--- src/rtl/four_bit_tdm_demux.sv ---
// ----------------------------------------------------------------------------
// four_bit_tdm_demux
// Receive end of a 2:1 time-multiplexed link. Each valid word carries a
// channel tag. The word is steered to a per-channel holding register. A
// channel-0 word is paired with the channel-1 word that follows it. Completed
// pairs are presented as one {ch1, ch0} word and counted. All outputs are
// registered, so the latency from In to any output is one clock.
//
// Ports
//   clk          rising-edge clock
//   rst          synchronous, active-high reset
//   In           link data word (WIDTH)
//   In_valid     qualifies In/Select this cycle
//   Select       channel tag (0 -> ch0, 1 -> ch1)
//   Out_0/Out_1  last word held for each channel (WIDTH)
//   Out_0_valid  1-cycle pulse when Out_0 is updated
//   Out_1_valid  1-cycle pulse when Out_1 is updated
//   Pair_out     {ch1, ch0} of the last completed pair (2*WIDTH)
//   Pair_valid   1-cycle pulse when Pair_out is updated
//   Pair_count   completed pairs, modulo 2**CNT_W (wraps silently)
//   Seq_error    1-cycle pulse when a tag arrives out of order
// ----------------------------------------------------------------------------
module four_bit_tdm_demux #(
    parameter int unsigned WIDTH = 4,
    parameter int unsigned CNT_W = 4
) (
    input  logic                 clk,
    input  logic                 rst,
    input  logic [WIDTH-1:0]     In,
    input  logic                 In_valid,
    input  logic                 Select,
    output logic [WIDTH-1:0]     Out_0,
    output logic [WIDTH-1:0]     Out_1,
    output logic                 Out_0_valid,
    output logic                 Out_1_valid,
    output logic [2*WIDTH-1:0]   Pair_out,
    output logic                 Pair_valid,
    output logic [CNT_W-1:0]     Pair_count,
    output logic                 Seq_error
);

    typedef enum logic {
        WAIT_0 = 1'b0,
        WAIT_1 = 1'b1
    } state_t;

    state_t state;
    state_t state_next;

    logic [WIDTH-1:0]   out_0_d;
    logic [WIDTH-1:0]   out_1_d;
    logic               out_0_valid_d;
    logic               out_1_valid_d;
    logic [2*WIDTH-1:0] pair_out_d;
    logic               pair_valid_d;
    logic [CNT_W-1:0]   pair_count_d;
    logic               seq_error_d;

    // State register
    always_ff @(posedge clk) begin
        if (rst) begin
            state <= WAIT_0;
        end else begin
            state <= state_next;
        end
    end

    // Next state: a ch0 word always leaves us expecting ch1; a ch1 word
    // always returns us to expecting ch0. Out-of-order tags keep the state.
    always_comb begin
        state_next = state;
        if (In_valid) begin
            if (!Select) begin
                state_next = WAIT_1;
            end else begin
                state_next = WAIT_0;
            end
        end
    end

    // Next values of the output registers
    always_comb begin
        out_0_d       = Out_0;
        out_1_d       = Out_1;
        out_0_valid_d = 1'b0;
        out_1_valid_d = 1'b0;
        pair_out_d    = Pair_out;
        pair_valid_d  = 1'b0;
        pair_count_d  = Pair_count;
        seq_error_d   = 1'b0;
        if (In_valid) begin
            if (!Select) begin
                // A repeated ch0 word replaces the pending one.
                out_0_d       = In;
                out_0_valid_d = 1'b1;
                seq_error_d   = (state == WAIT_1);
            end else begin
                out_1_d       = In;
                out_1_valid_d = 1'b1;
                if (state == WAIT_1) begin
                    // Out_0 still holds the pending ch0 word here.
                    pair_out_d   = {In, Out_0};
                    pair_valid_d = 1'b1;
                    pair_count_d = Pair_count + CNT_W'(1);
                end else begin
                    seq_error_d = 1'b1;
                end
            end
        end
    end

    // Output registers
    always_ff @(posedge clk) begin
        if (rst) begin
            Out_0       <= '0;
            Out_1       <= '0;
            Out_0_valid <= 1'b0;
            Out_1_valid <= 1'b0;
            Pair_out    <= '0;
            Pair_valid  <= 1'b0;
            Pair_count  <= '0;
            Seq_error   <= 1'b0;
        end else begin
            Out_0       <= out_0_d;
            Out_1       <= out_1_d;
            Out_0_valid <= out_0_valid_d;
            Out_1_valid <= out_1_valid_d;
            Pair_out    <= pair_out_d;
            Pair_valid  <= pair_valid_d;
            Pair_count  <= pair_count_d;
            Seq_error   <= seq_error_d;
        end
    end

endmodule

--- config.mk ---
export PLATFORM = sky130hd
export DESIGN_NAME = four_bit_tdm_demux
export DESIGN_NICKNAME = d
export VERILOG_FILES = /design/src/rtl/four_bit_tdm_demux.sv
export SDC_FILE = /design/constraint.sdc
export NUM_CORES = 1
export LEC_CHECK = 0
export ABC_AREA = 1
export CAP_MARGIN = 20
export CORE_UTILIZATION = 45
export CTS_BUF_LIST = sky130_fd_sc_hd__clkbuf_4 sky130_fd_sc_hd__clkbuf_8
export CTS_CLUSTER_DIAMETER = 120
export CTS_CLUSTER_SIZE = 12
export DETAILED_ROUTE_END_ITERATION = 12
export PLACE_DENSITY = 0.81
export SYNTH_ARGS = -nofsm -noshare
export SYNTH_HDL_FRONTEND = slang
export SYNTH_SLANG_ARGS = --single-unit
--- constraint.sdc ---
create_clock -name clk -period 1 [get_ports clk]
set_input_delay 0.15 -clock clk [delete_from_list [all_inputs] [get_ports clk]]
set_output_delay 0.15 -clock clk [all_outputs]
set_load 0.05 [all_outputs]
# [Word-level counts from Yosys, hierarchy flattened]
# Cells that the tools add are included.
[word_totals] ff_bits=25 inputBits=8 output_inout_bits=24
[classes] n_addsub=1 mux=5 n_bitwise=2 reduce_logical=5
[ops] op="2-to-1 mux 1 bit" n=5
[ops] op="adder 4 x 1 -> 4 bit (second input constant)" n=1
[ops] op="AND reduction 2 bit" n=2
[ops] op="AND reduction 3 bit" n=1
[ops] op="OR reduction 3 bit" n=1
[ops] op="NOT 1 bit" n=2
[ops] op="OR reduction 2 bit" n=1

# [Logic depth before layout (Yosys ltp)]
[logic_depth] depth_word=2 mapped_depth=5 mapped_depth_nobuf=5

# [Worst setup path before layout]
# No wires, ideal clock.
[synth_timing] path_type="register to register" startpoint="register Pair_count[1]" endpoint="register Pair_count[2]" arrival_time_ps=1080 required_ps=883 path_slack_ps=-196 stages_incl_launch_ff=5 path_buffers=0 synth_period_minus_slack_ps=1196 cell_sequence="dfxtp_1 > ha_1 > nand3_1 > nand2_1 > nor2_1"
[synth_via] elab_chain_len=1
[synth_rtl] item="start: declaration" line="38" text="output logic [CNT_W-1:0] Pair_count,"
[synth_rtl] item="start signal: assignment" line="130" text="Pair_count <= pair_count_d;"
[synth_rtl] item="adder 4 x 1 -> 4 bit" line="104" text="pair_count_d = Pair_count + CNT_W'(1);"
# No other way between the ends.
# A chain may end at the register's enable or synchronous reset.

# [Final worst setup path]
[layout_timing] startpoint="register Out_0[3]" endpoint="output Out_0[3]"
[layout_rtl] item="start: declaration" line="32" text="output logic [WIDTH-1:0] Out_0,"
[layout_rtl] item="start signal: assignment" line="124" text="Out_0 <= out_0_d;"
# No word-level cell between the ends.

==> impl_results.md <==
- Most frequent cells after synthesis: dfxtp_1 (25), nor2_1 (24), nand2_1 (22)
- Critical path class: flip-flop to primary output
- Die width: 46.15 um
- Final worst slack: -1.714 ps
- Antenna diodes: 0
- Nets: 160
- DRT iter0 DRCs: 45
- GPL Wtd Cong: 0.7558
- WP data required: 850 ps
- Largest net degree at the start of global routing: 14
- I/O Pins: 32
- Main flop type after synthesis: dfxtp_1
- Post-CTS Hold Fix Bufs: 0
- Maximum vdd drop: 1.212 mV
- Finished Core Util: 0.9032
- Port Buf Inserts: 31
- Crit-path cells: buf_12
- Crit-path max cell delay: 400 ps
- Grt ovf: 0
- Die area: 2130 um^2
- Fin crit period: 1002 ps
- Vias in the first global route: 913
- Synth warn: 0
- Post-DR wirelength/cell: 17.46 um
- Area leader, netlist: dfxtp_1
- Worst Skew: 4.710 ps
- Synth area leaders: dfxtp_1 (57%), nor2_1 (10%), nand2_1 (9.4%)
- Sink Count: 25
- Die H: 46.15 um
- HPWL after DPL: 1842 um
- Peak fanout along the critical path: 3
- Root buffer cell: clkbuf_4
- WP data arrival: 850 ps
- Rows: 15
- CP Buf/Inv Count: 1
- Slew Limit Headroom: 0.8198
- Top achievable clock speed: 998.3 MHz
- Crit-path slowest cell: dfxtp_4
- Starting Density: 0.4919
- Status: complete, but fails checks
- TritonCTS Buffers: 3
- Clock Latency Late Sink: 310 ps
- Critical Path Start Type: flip-flop
- Failing checks: negative setup slack
- Fill cells: 74
- Area share of the largest cell type after synthesis: 0.5706
- Max cap viols: 0
- Final setup fails: 1
- Routed via count: 959
- Post-synth design cell area: 877.1 um^2
- Stages on worst setup path: 1
- Pwr dens: 1228 nW/um^2
- Drt first pass iters: 7
- Setup slack, reg-to-reg: 40 ps
- Inst Count DP: 168
- Unrepaired setup endpoints after global routing: yes
- Syn Inst Count: 109
- Clk slew on worst S/H paths: 130 ps
- Actual transition at the worst max-transition pin: 267.5 ps
- Register area share after synthesis: 0.5706
- WL final: 3055 um
- Top delay family on crit path: flip-flops
- Gr usage total: 0.2891
- Ys async rst share: 0
- Hold path cells: 4
- Cell variety after synth: 16
- Routed Antenna Nets: 0
- Hold Crit Start: In_valid
- Worst Hold Path EP: state
- Post-synth EDFFs: 0
- Tcrit/Tclk final: 1.002
- P_leak: 0.6540 nW
- Launching point of the worst reg2reg path: state
- Worst setup EP type: primary output
- Count leader, synth: dfxtp_1
- Worst Hold Class: primary input to flip-flop
- Slew Viols, Final: 0
- Core Box Area: 1783 um^2
- Mean post-synth cell area: 8.047 um^2
- R2r endpoint: Pair_count[0]
- Syn_nets: 118
- Layout area overhead: 83.59%
- CTS tree: yes
- Global-route wire length before repair: 4222 um
- Yosys reg bits: 25
- Antenna violations before repair: 0
- H-tree depth: 1
- Ratio of cells with drive above 1 in the final layout: 0.4600
- FF-to-FF path depth: 4
- Via density per instance: 5.480
- Final Hold Fails: 0
- Drt drc: 0
- Non-filler cells, final: 175
- Max Root-Sink Buffers: 2
how the worst max path moves through the flow:
| stage | start | end | slack, ps |
|---|---|---|---|
| after floorplan | Pair_count[1] | Pair_count[1] | 7 |
| after global placement | In_valid | Out_0[1] | -320 |
| after detailed placement | In_valid | Out_0[1] | -440 |
| after CTS | In_valid | Out_0[1] | -30 |
| after global routing | state | Pair_count[0] | -30 |
| final | Out_0[3] | Out_0[3] | -2 |
repair_timing:
action | in CTS | in global routing
pin swaps | 0 | 1
endpoints found under the hold margin | 0 | 0
setup buffers | 1 | 2
resized for setup | 27 | 14
endpoints found under the setup margin | 26 | 35
sequential cells by signal (all words and copies together) (netlist names):
name	flops
state	1
Pair_out	8
Pair_count	4
Seq_error	1
Out_1_valid	1
Out_0_valid	1
Out_0	4
Out_1	4
Pair_valid	1
power breakdown:
part	total [W]	internal, W	switching (W)
registers	0.00107	0.00103	0.0000461
clock network	0.000474	0.000183	0.000292
logic	0.000431	0.000198	0.000233
total	0.00198	0.00141	0.000570
cell usage in the layout, fill, tap and decap left out, drive strengths merged:
master         count
buf               34
nor3               1
ha                 1
dfxtp             25
a21oi             12
xnor2              1
o21ai             10
nor2              24
dlymetal6s2s       1
nand2             22
nand3              3
inv                6
dlygate4sd2        1
clkbuf             4
clkdlybuf4s50      5
cell type report:
class,count,area [um^2],share of cell area
Clock buffer,4,30.03,0.01865
Inverter,6,27.53,0.01709
Multi-Input combinational cell,74,339.1,0.2106
Sequential cell,25,551.8,0.3427
Tap cell,25,31.28,0.01943
Timing Repair Buffer,41,630.6,0.3916
stage by stage:
stage	power, W	instance area [um^2]	setup WS, ps	hold WS [ps]	setup TNS (ps)
floorplan	0.001266	883.3	6.832	211.7	0
global placement	0.001487	1493	-322.8	493.1	-6061
detailed placement	0.001500	1493	-445.0	499.1	-7407
CTS	0.001958	1568	-30.74	435.5	-42.42
global route	0.002037	1610	-29.10	329.3	-272.5
finish	0.001977	1610	-1.714	305.3	-1.714
metal layers:
layer  track usage  part of all wire  up-vias
li1              -                 -      431
met1        0.3051              0.36      451
met2        0.5296              0.55       67
met3       0.05098             0.063       10
met4        0.1647             0.024        0
met5             0                 0        -
cells by family (layout without fill, tap and decap cells):
logic type | after synthesis | after routing | share of synthesized area
buffers and inverters | 10 | 51 | 0.05419
DFF | 25 | 25 | 0.5706
adders and majority gates | 1 | 1 | 0.01426
and+or+nand+nor | 50 | 50 | 0.2254
xor gates and xnor gates | 1 | 1 | 0.009988
AOI/OAI and AO/OA | 22 | 22 | 0.1255
No activity file was read; power rests on OpenSTA's default activity.
==> variant (same flow settings) <==
Make the reset (`rst`) asynchronous in 2 clocked blocks. Comments in the files are not updated.
--- a/src/rtl/four_bit_tdm_demux.sv
+++ b/src/rtl/four_bit_tdm_demux.sv
@@ -59,3 +59,3 @@
     // State register
-    always_ff @(posedge clk) begin
+    always_ff @(posedge clk or posedge rst) begin
         if (rst) begin
@@ -112,3 +112,3 @@
     // Output registers
-    always_ff @(posedge clk) begin
+    always_ff @(posedge clk or posedge rst) begin
         if (rst) begin
Behaviour: differs if rst is asserted again (counterexample within 4 cycles, from zero or initial values and one cycle with rst high); with rst held inactive, the same outputs for 10 cycles.
==> variant against the original RTL <==
- the run still ends with negative setup slack left
- worst setup slack worse by 100 ps
- cell count stayed put
- area after synthesis is 14% higher
- worst hold slack worse by 170 ps
- routed wire length is 24% lower
- design area is 11% higher
- sequential cell count stayed put
- critical endpoint is now Pair_count[1]
- largest cell class unchanged
Power is not compared: it rests on default switching activity, and its combinational part moved more than twofold at a synthesized area within 25%.
==> variant: results (changes against the original RTL) <==
stage;metric;value;unit;change
sta;setup_viol;26;;+25
finish;drive_above_1_share;0.405;;-0.0546
critical_path;crit_path_max_fanout;5;;+2
finish;num-multi-input-gates;58;;-22%
floorplanning;rows;16;;+1
route;met2_length;1.23;mm;-27%
critical_path;cp.arrival;950;ps;+100 ps
synth;async_flop_share;1.00;;+1.00
outcome;status;finished with violations;;
global_routing;grt_usage;0.226;;-0.0635
critical_path;cp_slowest_stage_delay;470;ps;+70 ps
outcome;violations;negative setup slack;;
placement;dp.cells;158;;-6.0%
route;drtIter0Drc;17;;-62%
hold_path;hp-class;in2async;;
synth;synth_top_area_share;0.625;;+0.0544
critical_path;critPathSlowestCell;dfrtp_2;;
finish;clockBufferCount;3;;-1
placement;place_ws;-472;ps;-26.7 ps
synth;ys.flop_type;dfrtp_1;;
global_routing;grt_pass1_vias;880;;-3.6%
finish;buffers_excl_clock;48;;+17%
global_routing;met1_usage;0.285;;-0.0197
sta;slew-limit-headroom;0.863;;+0.0434
route;wl_met1;935;um;-15%
sta;worst_slack;-102;ps;-101 ps
synth;synth_cell_types;18;;+2
-- variant: path summary, 6_finish.rpt --
kind / startpoint / endpoint / slack, ps / depth (start not counted)
hold reg to reg: Pair_out[3]$_DFFE_PP0P_ / Pair_out[3]$_DFFE_PP0P_ / 560 / 2
min in group clk: In_valid / state$_DFFE_PP0P_ / 170 / 3
max in group asynchronous: rst / Pair_count[1]$_DFFE_PP0P_ / 700 / 3
hold / removal: rst / Pair_out[6]$_DFFE_PP0P_ / 140 / 3
setup / recovery: Pair_count[1]$_DFFE_PP0P_ / Pair_count[1] / -100 / 1
setup reg to reg: Pair_count[1]$_DFFE_PP0P_ / Pair_count[2]$_DFFE_PP0P_ / -80 / 4
-- variant: cell families after synthesis --
group                      count (synthesis)  share of synthesized area
and+or+nand+nor                           40                      0.180
DFF                                       25                      0.625
buffers and inverters                     15                     0.0675
AOI/OAI and AO/OA                         14                     0.0850
xor gates and xnor gates                   2                     0.0175
adders and majority gates                  2                     0.0250
